===== config.mk =====
export PLATFORM = sky130hd
export DESIGN_NAME = ram_port_arbiter_flat
export DESIGN_NICKNAME = d
export VERILOG_FILES = /design/src/rtl/ram_port_arbiter_pkg.sv /design/src/rtl/ram_port_arbiter_if.sv /design/src/rtl/ram_port_arbiter_rr.sv /design/src/rtl/ram_port_arbiter.sv /design/src/flat_wrapper.sv
export SDC_FILE = /design/constraint.sdc
export NUM_CORES = 1
export LEC_CHECK = 0
export CORE_AREA = 2 2 119 121
export DETAILED_ROUTE_END_ITERATION = 10
export DIE_AREA = 0 0 121 123
export MAX_ROUTING_LAYER = met4
export PLACE_DENSITY_LB_ADDON = 0.08
export SLEW_MARGIN = 20
export SYNTH_ARGS = -nofsm -noshare
export SYNTH_HDL_FRONTEND = slang
export SYNTH_SLANG_ARGS = --single-unit

===== constraint.sdc =====
create_clock -name clk_i -period 6.6 [get_ports clk_i]
set_clock_uncertainty 0.05 [all_clocks]
set_input_delay 1.32 -clock clk_i [delete_from_list [all_inputs] [get_ports clk_i]]
set_output_delay 1.32 -clock clk_i [all_outputs]
set_load 0.01 [all_outputs]

===== src/rtl/ram_port_arbiter_pkg.sv =====
// ram_port_arbiter_pkg: shared states, port ids, constants and lane-merge helper for the RAM port arbiter
package ram_port_arbiter_pkg;
    typedef enum logic [1:0] {IDLE, RSP, RMW_WR} state_t;
    typedef enum logic {PORT_IF = 1'b0, PORT_D = 1'b1} port_t;
    localparam logic [3:0] BE_FULL = 4'hF;
    localparam int RAM_DEPTH_WORDS = 2048;
    function automatic logic [31:0] merge_lanes(input logic [31:0] new_data, input logic [31:0] old_data,
                                                input logic [3:0] be);
        logic [31:0] r;
        for (int i = 0; i < 4; i++) r[8*i +: 8] = be[i] ? new_data[8*i +: 8] : old_data[8*i +: 8];
        return r;
    endfunction
endpackage


===== src/rtl/ram_port_arbiter_if.sv =====
// ram_port_arbiter_if: one core-side memory port (request, store fields, grant and response)
interface ram_port_arbiter_if;
    logic        req;
    logic        we;
    logic [3:0]  be;
    logic [31:0] addr;
    logic [31:0] wdata;
    logic        gnt;
    logic        rvalid;
    logic [31:0] rdata;
    logic        err;
    modport master (output req, we, be, addr, wdata, input gnt, rvalid, rdata, err);
    modport slave  (input req, we, be, addr, wdata, output gnt, rvalid, rdata, err);
endinterface


===== src/rtl/ram_port_arbiter_rr.sv =====
// ram_port_arbiter_rr: 2-way round-robin grant; the port not granted last wins a conflict
module ram_port_arbiter_rr
    import ram_port_arbiter_pkg::*;
(
    input  logic clk_i,
    input  logic rst_n_i,
    input  logic en,
    input  logic req_if,
    input  logic req_d,
    output logic gnt_if,
    output logic gnt_d
);
    port_t last_grant;
    always_comb begin
        gnt_d  = rst_n_i & en & req_d & (~req_if | last_grant == PORT_IF);
        gnt_if = rst_n_i & en & req_if & (~req_d | last_grant == PORT_D);
    end
    always_ff @(posedge clk_i) begin
        if (!rst_n_i) last_grant <= PORT_IF;
        else if (gnt_if | gnt_d) last_grant <= gnt_d ? PORT_D : PORT_IF;
    end
endmodule


===== src/rtl/ram_port_arbiter.sv =====
// ram_port_arbiter: shares a single-port 32-bit RAM between fetch and load/store, with RMW for partial stores
module ram_port_arbiter
    import ram_port_arbiter_pkg::*;
#(
    parameter int DEPTH_WORDS = RAM_DEPTH_WORDS
) (
    input  logic              clk_i,
    input  logic              rst_n_i,
    ram_port_arbiter_if.slave fetch,
    ram_port_arbiter_if.slave data,
    output logic              ram_we_o,
    output logic [31:0]       ram_addr_o,
    output logic [31:0]       ram_wdata_o,
    input  logic [31:0]       ram_rdata_i
);
    state_t      state;
    logic        rv_if, rv_d, rsp_err, rsp_rd;
    logic [29:0] rmw_word, sel_word;
    logic [31:0] rmw_wdata;
    logic [3:0]  rmw_be;
    logic        gnt_if, gnt_d, accept, oor, partial, full_wr;
    logic        unused;
    ram_port_arbiter_rr u_rr (
        .clk_i   (clk_i),
        .rst_n_i (rst_n_i),
        .en      (state != RMW_WR),
        .req_if  (fetch.req),
        .req_d   (data.req),
        .gnt_if  (gnt_if),
        .gnt_d   (gnt_d)
    );
    always_comb begin
        accept      = gnt_if | gnt_d;
        sel_word    = gnt_d ? data.addr[31:2] : fetch.addr[31:2];
        oor         = {2'b0, sel_word} >= 32'(DEPTH_WORDS);
        partial     = gnt_d & data.we & data.be != BE_FULL & data.be != 4'h0;
        full_wr     = gnt_d & data.we & data.be == BE_FULL & ~oor;
        ram_we_o    = rst_n_i & (state == RMW_WR | full_wr);
        ram_addr_o  = state == RMW_WR ? {2'b0, rmw_word} : accept ? {2'b0, sel_word} : 32'h0;
        ram_wdata_o = state == RMW_WR ? merge_lanes(rmw_wdata, ram_rdata_i, rmw_be) : full_wr ? data.wdata : 32'h0;
    end
    assign fetch.gnt    = gnt_if;
    assign data.gnt     = gnt_d;
    assign fetch.rvalid = rv_if;
    assign data.rvalid  = rv_d;
    assign fetch.err    = rv_if & rsp_err;
    assign data.err     = rv_d & rsp_err;
    assign fetch.rdata  = rv_if & rsp_rd ? ram_rdata_i : 32'h0;
    assign data.rdata   = rv_d & rsp_rd ? ram_rdata_i : 32'h0;
    assign unused       = ^{fetch.addr[1:0], data.addr[1:0], fetch.we, fetch.be, fetch.wdata};
    always_ff @(posedge clk_i) begin
        if (!rst_n_i) begin
            state     <= IDLE;
            rv_if     <= 1'b0;
            rv_d      <= 1'b0;
            rsp_err   <= 1'b0;
            rsp_rd    <= 1'b0;
            rmw_word  <= '0;
            rmw_wdata <= '0;
            rmw_be    <= '0;
        end else if (state == RMW_WR) begin
            state   <= RSP;
            rv_d    <= 1'b1;
            rsp_err <= 1'b0;
            rsp_rd  <= 1'b0;
        end else if (partial & ~oor) begin
            state     <= RMW_WR;
            rv_if     <= 1'b0;
            rv_d      <= 1'b0;
            rsp_err   <= 1'b0;
            rsp_rd    <= 1'b0;
            rmw_word  <= sel_word;
            rmw_wdata <= data.wdata;
            rmw_be    <= data.be;
        end else begin
            state   <= accept ? RSP : IDLE;
            rv_if   <= gnt_if;
            rv_d    <= gnt_d;
            rsp_err <= accept & oor;
            rsp_rd  <= accept & ~oor & ~(gnt_d & data.we);
        end
    end
endmodule


===== src/flat_wrapper.sv =====
// flat-port wrapper written by rule: the top's interface ports become plain ports
module ram_port_arbiter_flat import ram_port_arbiter_pkg::*;
#(
    parameter int DEPTH_WORDS = RAM_DEPTH_WORDS
)
  (clk_i, rst_n_i, ram_we_o, ram_addr_o, ram_wdata_o, ram_rdata_i, fetch_req, fetch_we, fetch_be, fetch_addr, fetch_wdata, fetch_gnt, fetch_rvalid, fetch_rdata, fetch_err, data_req, data_we, data_be, data_addr, data_wdata, data_gnt, data_rvalid, data_rdata, data_err);
  ram_port_arbiter_if fetch_i ();
  ram_port_arbiter_if data_i ();
  input  logic clk_i;
  input  logic rst_n_i;
  output logic ram_we_o;
  output logic [31:0] ram_addr_o;
  output logic [31:0] ram_wdata_o;
  input  logic [31:0] ram_rdata_i;
  input wire logic [$bits(fetch_i.req)-1:0] fetch_req;
  input wire logic [$bits(fetch_i.we)-1:0] fetch_we;
  input wire logic [$bits(fetch_i.be)-1:0] fetch_be;
  input wire logic [$bits(fetch_i.addr)-1:0] fetch_addr;
  input wire logic [$bits(fetch_i.wdata)-1:0] fetch_wdata;
  output wire logic [$bits(fetch_i.gnt)-1:0] fetch_gnt;
  output wire logic [$bits(fetch_i.rvalid)-1:0] fetch_rvalid;
  output wire logic [$bits(fetch_i.rdata)-1:0] fetch_rdata;
  output wire logic [$bits(fetch_i.err)-1:0] fetch_err;
  input wire logic [$bits(data_i.req)-1:0] data_req;
  input wire logic [$bits(data_i.we)-1:0] data_we;
  input wire logic [$bits(data_i.be)-1:0] data_be;
  input wire logic [$bits(data_i.addr)-1:0] data_addr;
  input wire logic [$bits(data_i.wdata)-1:0] data_wdata;
  output wire logic [$bits(data_i.gnt)-1:0] data_gnt;
  output wire logic [$bits(data_i.rvalid)-1:0] data_rvalid;
  output wire logic [$bits(data_i.rdata)-1:0] data_rdata;
  output wire logic [$bits(data_i.err)-1:0] data_err;
  assign fetch_i.req = fetch_req;
  assign fetch_i.we = fetch_we;
  assign fetch_i.be = fetch_be;
  assign fetch_i.addr = fetch_addr;
  assign fetch_i.wdata = fetch_wdata;
  assign fetch_gnt = fetch_i.gnt;
  assign fetch_rvalid = fetch_i.rvalid;
  assign fetch_rdata = fetch_i.rdata;
  assign fetch_err = fetch_i.err;
  assign data_i.req = data_req;
  assign data_i.we = data_we;
  assign data_i.be = data_be;
  assign data_i.addr = data_addr;
  assign data_i.wdata = data_wdata;
  assign data_gnt = data_i.gnt;
  assign data_rvalid = data_i.rvalid;
  assign data_rdata = data_i.rdata;
  assign data_err = data_i.err;
  ram_port_arbiter #(.DEPTH_WORDS(DEPTH_WORDS)) u_core (.clk_i(clk_i), .rst_n_i(rst_n_i), .fetch(fetch_i), .data(data_i), .ram_we_o(ram_we_o), .ram_addr_o(ram_addr_o), .ram_wdata_o(ram_wdata_o), .ram_rdata_i(ram_rdata_i));
endmodule

==> flow_summary.ini <==
[layout]
nets = 927
final_area_um2 = 7210
area_delta_synth_final_pct = 69.8
final_common_cell = clkdlybuf4s50_1
final_cells = 938
drive_gt1_share_pct = 3.69
final_cell_mix = 264 x clkdlybuf4s50_1, 84 x and3_1, 75 x nand2_1
n_antenna_cell = 0

[routing]
met1_length_mm = 6.62
wire_per_inst_um = 16.8
drt-initial-drc-count = 410
vias = 4846
dr.pass1.iters = 7
topRoutingLayerUsed = met4
drcViolationCount = 0
routed-wl-met3_mm = 1.13
vias_per_cell = 5.17
dr_wl_met2_mm = 7.75
routed_wl_mm = 15.7
antenna_left = 0

[pwr]
p_int_uw = 858
p_leak_uw = 0.00314
max-vdd-ir-drop_mv = 0.0971
powerDensity_nw_per_um2 = 154
switchingPower_uw = 254
p_comb_share_pct = 16.3
sw_frac_of_total_pct = 22.8
clkPwrFrac_pct = 43.4
pwr-share-seq_pct = 40.3

[logic_synthesis]
synth_seq_cells = 73
syn_area_per_cell_um2 = 8.07
synth_seq_area_share_pct = 34.4
async_reset_ff_share_pct = 0
synthFlopType = dfxtp_1
ys_types = 37
syn_area_um2 = 4240
synth_cells = 526
ys.warnings.count = 0
synth_edf_count = 0

[cts]
cts_root_buf = clkbuf_16
clkTransAtPathRegs_ns = 0.05
ctsLongestPathBuffers = 2
holdBufCountCts = 0
cts_buffers = 9
htreeDepth = 3
cts_tree = done
clkLatencyLatePin_ns = 0.33
postCtsResizedCells = 0
post-cts-setup-buffer-count = 0
clock-sinks = 73

[timing]
max_slew_margin_pct = 29.6
fin_ws_ns = 1.02
tns_ns = 0
tightest_slew_ns = 1.05
fin_hold_ws_ns = 0.397
max_freq_mhz = 179
hold_violations = 0
maxSlewViolCount = 0
layout_worst_path_cycle_share_pct = 84.6
rsz0062_at_grt = false
final.min_clock_period_ns = 5.58
setup_violations = 0

[global_routing]
grtUsageTotal_pct = 21.1
grt_pass1_wl_mm = 24.5
first_global_vias = 4772
antenna_found_initial = 0
gr-total-overflow = 0
grt_start_max_net_pins = 76

[floorplanning]
start_util_pct = 31.2
core-area_um2 = 13600
rows = 43
die_x_um = 121
die_h_um = 123
ios = 309
die_area_um2 = 14900

[hold_path]
hp-class = flip-flop to flip-flop

[worst_setup_path]
slowest_stage = nor2_4
cp_data_required_time_ns = 5.23
crit_family = simple AND/OR/NAND/NOR gates
arrival_ns = 4.21
path_buf_inv = 2
crit_top_cell = clkdlybuf4s50_1
setup.worst_path.start_class = primary input
crit_path_max_incr_delay_ns = 0.69
path_max_fanout = 33
crit_path_end_kind = output port
crit_path_cell_trace = clkdlybuf4s50_1 > nor4_1 > and3_1 > nand3_2 > nor2_4 > o2bb2ai_1 > clkdlybuf4s50_1
crit_type = primary input to output port

[placement]
dpl_cell_area_um2 = 6920
dpl.hpwl_mm = 11.2
gp_congestion = 0.864
place_ws_ns = 1.03
placedCellCount = 922
port_buffers = 265

[outcome]
status = finished clean

[run]
maxCapViolations = 0
==> registers in the layout (all words and copies together), names as in the netlist <==
register	flops
u_core.rmw_word	30
u_core.fetch.rvalid	1
u_core.u_rr.last_grant	1
u_core.rmw_be	4
u_core.data.rvalid	1
u_core.rsp_err	1
u_core.rmw_wdata	32
u_core.state	2
u_core.rsp_rd	1
==> cell type report <==
type	instances	area (um^2)
timing repair buffer	272	2700
sequential	73	1460
fill	1283	6400
clock inverter	2	37.5
inverter	34	128
multi-input combinational	363	2400
tap	180	225
clock buffer	14	254
==> metrics by stage <==
stage,utilization [%],power [uW]
5_1_grt,53.0,1150
2_1_floorplan,-,507
3_5_place_dp,50.8,638
3_3_place_gp,50.8,636
4_1_cts,53.0,1120
6_report,53.0,1110
==> worst min-delay path, stage by stage, from the launching register on <==
cell	delay [ns]
dfxtp_1	0.31
nand3_1	0.06
nand2_1	0.04
==> synth_stat cells (2+ instances only) <==
cell / instances / area (um^2)
a21oi_1: 6 / 30.0
a222oi_1: 30 / 300
and2_1: 2 / 12.5
and3_1: 84 / 526
and4_1: 3 / 26.3
buf_1: 11 / 41.3
buf_2: 8 / 40.0
buf_4: 6 / 45.0
buf_6: 3 / 33.8
clkbuf_1: 29 / 109
dfxtp_1: 73 / 1460
inv_1: 33 / 124
mux2i_1: 43 / 430
nand2_1: 75 / 282
nand3_1: 42 / 210
nand4_1: 2 / 12.5
nor2_1: 4 / 15.0
nor2_4: 2 / 22.5
nor3_1: 2 / 10.0
nor4_1: 8 / 50.1
o21ai_0: 3 / 15.0
o21ai_1: 11 / 55.1
o2bb2ai_1: 32 / 280
==> layer usage <==
metal  vias to the layer above  track usage [%]
met2                       202             37.1
met4                         0             6.32
met1                      2245             24.3
met5                         -                -
li1                       2382                -
met3                        17             4.24
==> final timing paths <==
path	startpoint	to	slack, ns	cells after the start
worst max-delay path	data_addr[14]	ram_wdata_o[17]	1.02	7
worst min-delay path	u_core.rmw_wdata[20]	u_core.rmw_wdata[20]	0.40	2
worst max register to register	u_core.state[0]	u_core.rmw_word[14]	3.66	7
worst min register to register	u_core.rmw_wdata[20]	u_core.rmw_wdata[20]	0.40	2
==> power groups by stage <==
stage | logic [uW] | clock network, uW | registers (uW)
3_3_place_gp | 178 | 0 | 458
4_1_cts | 181 | 493 | 449
3_5_place_dp | 180 | 0 | 458
5_1_grt | 195 | 510 | 449
6_report | 181 | 482 | 448
2_1_floorplan | 53.1 | 0 | 454
==> cell families (layout without fill, tap and decap cells) <==
kind of cell	Yosys count	in the layout	synth area share, %
DFF	73	73	34.4
and+or+nand+nor	231	231	28.9
muxes	43	43	10.1
AOI/OAI and AO/OA	87	87	17.1
other	1	2	0.0884
buffers and inverters	91	322	9.35
No activity file was read; power rests on OpenSTA's default activity.
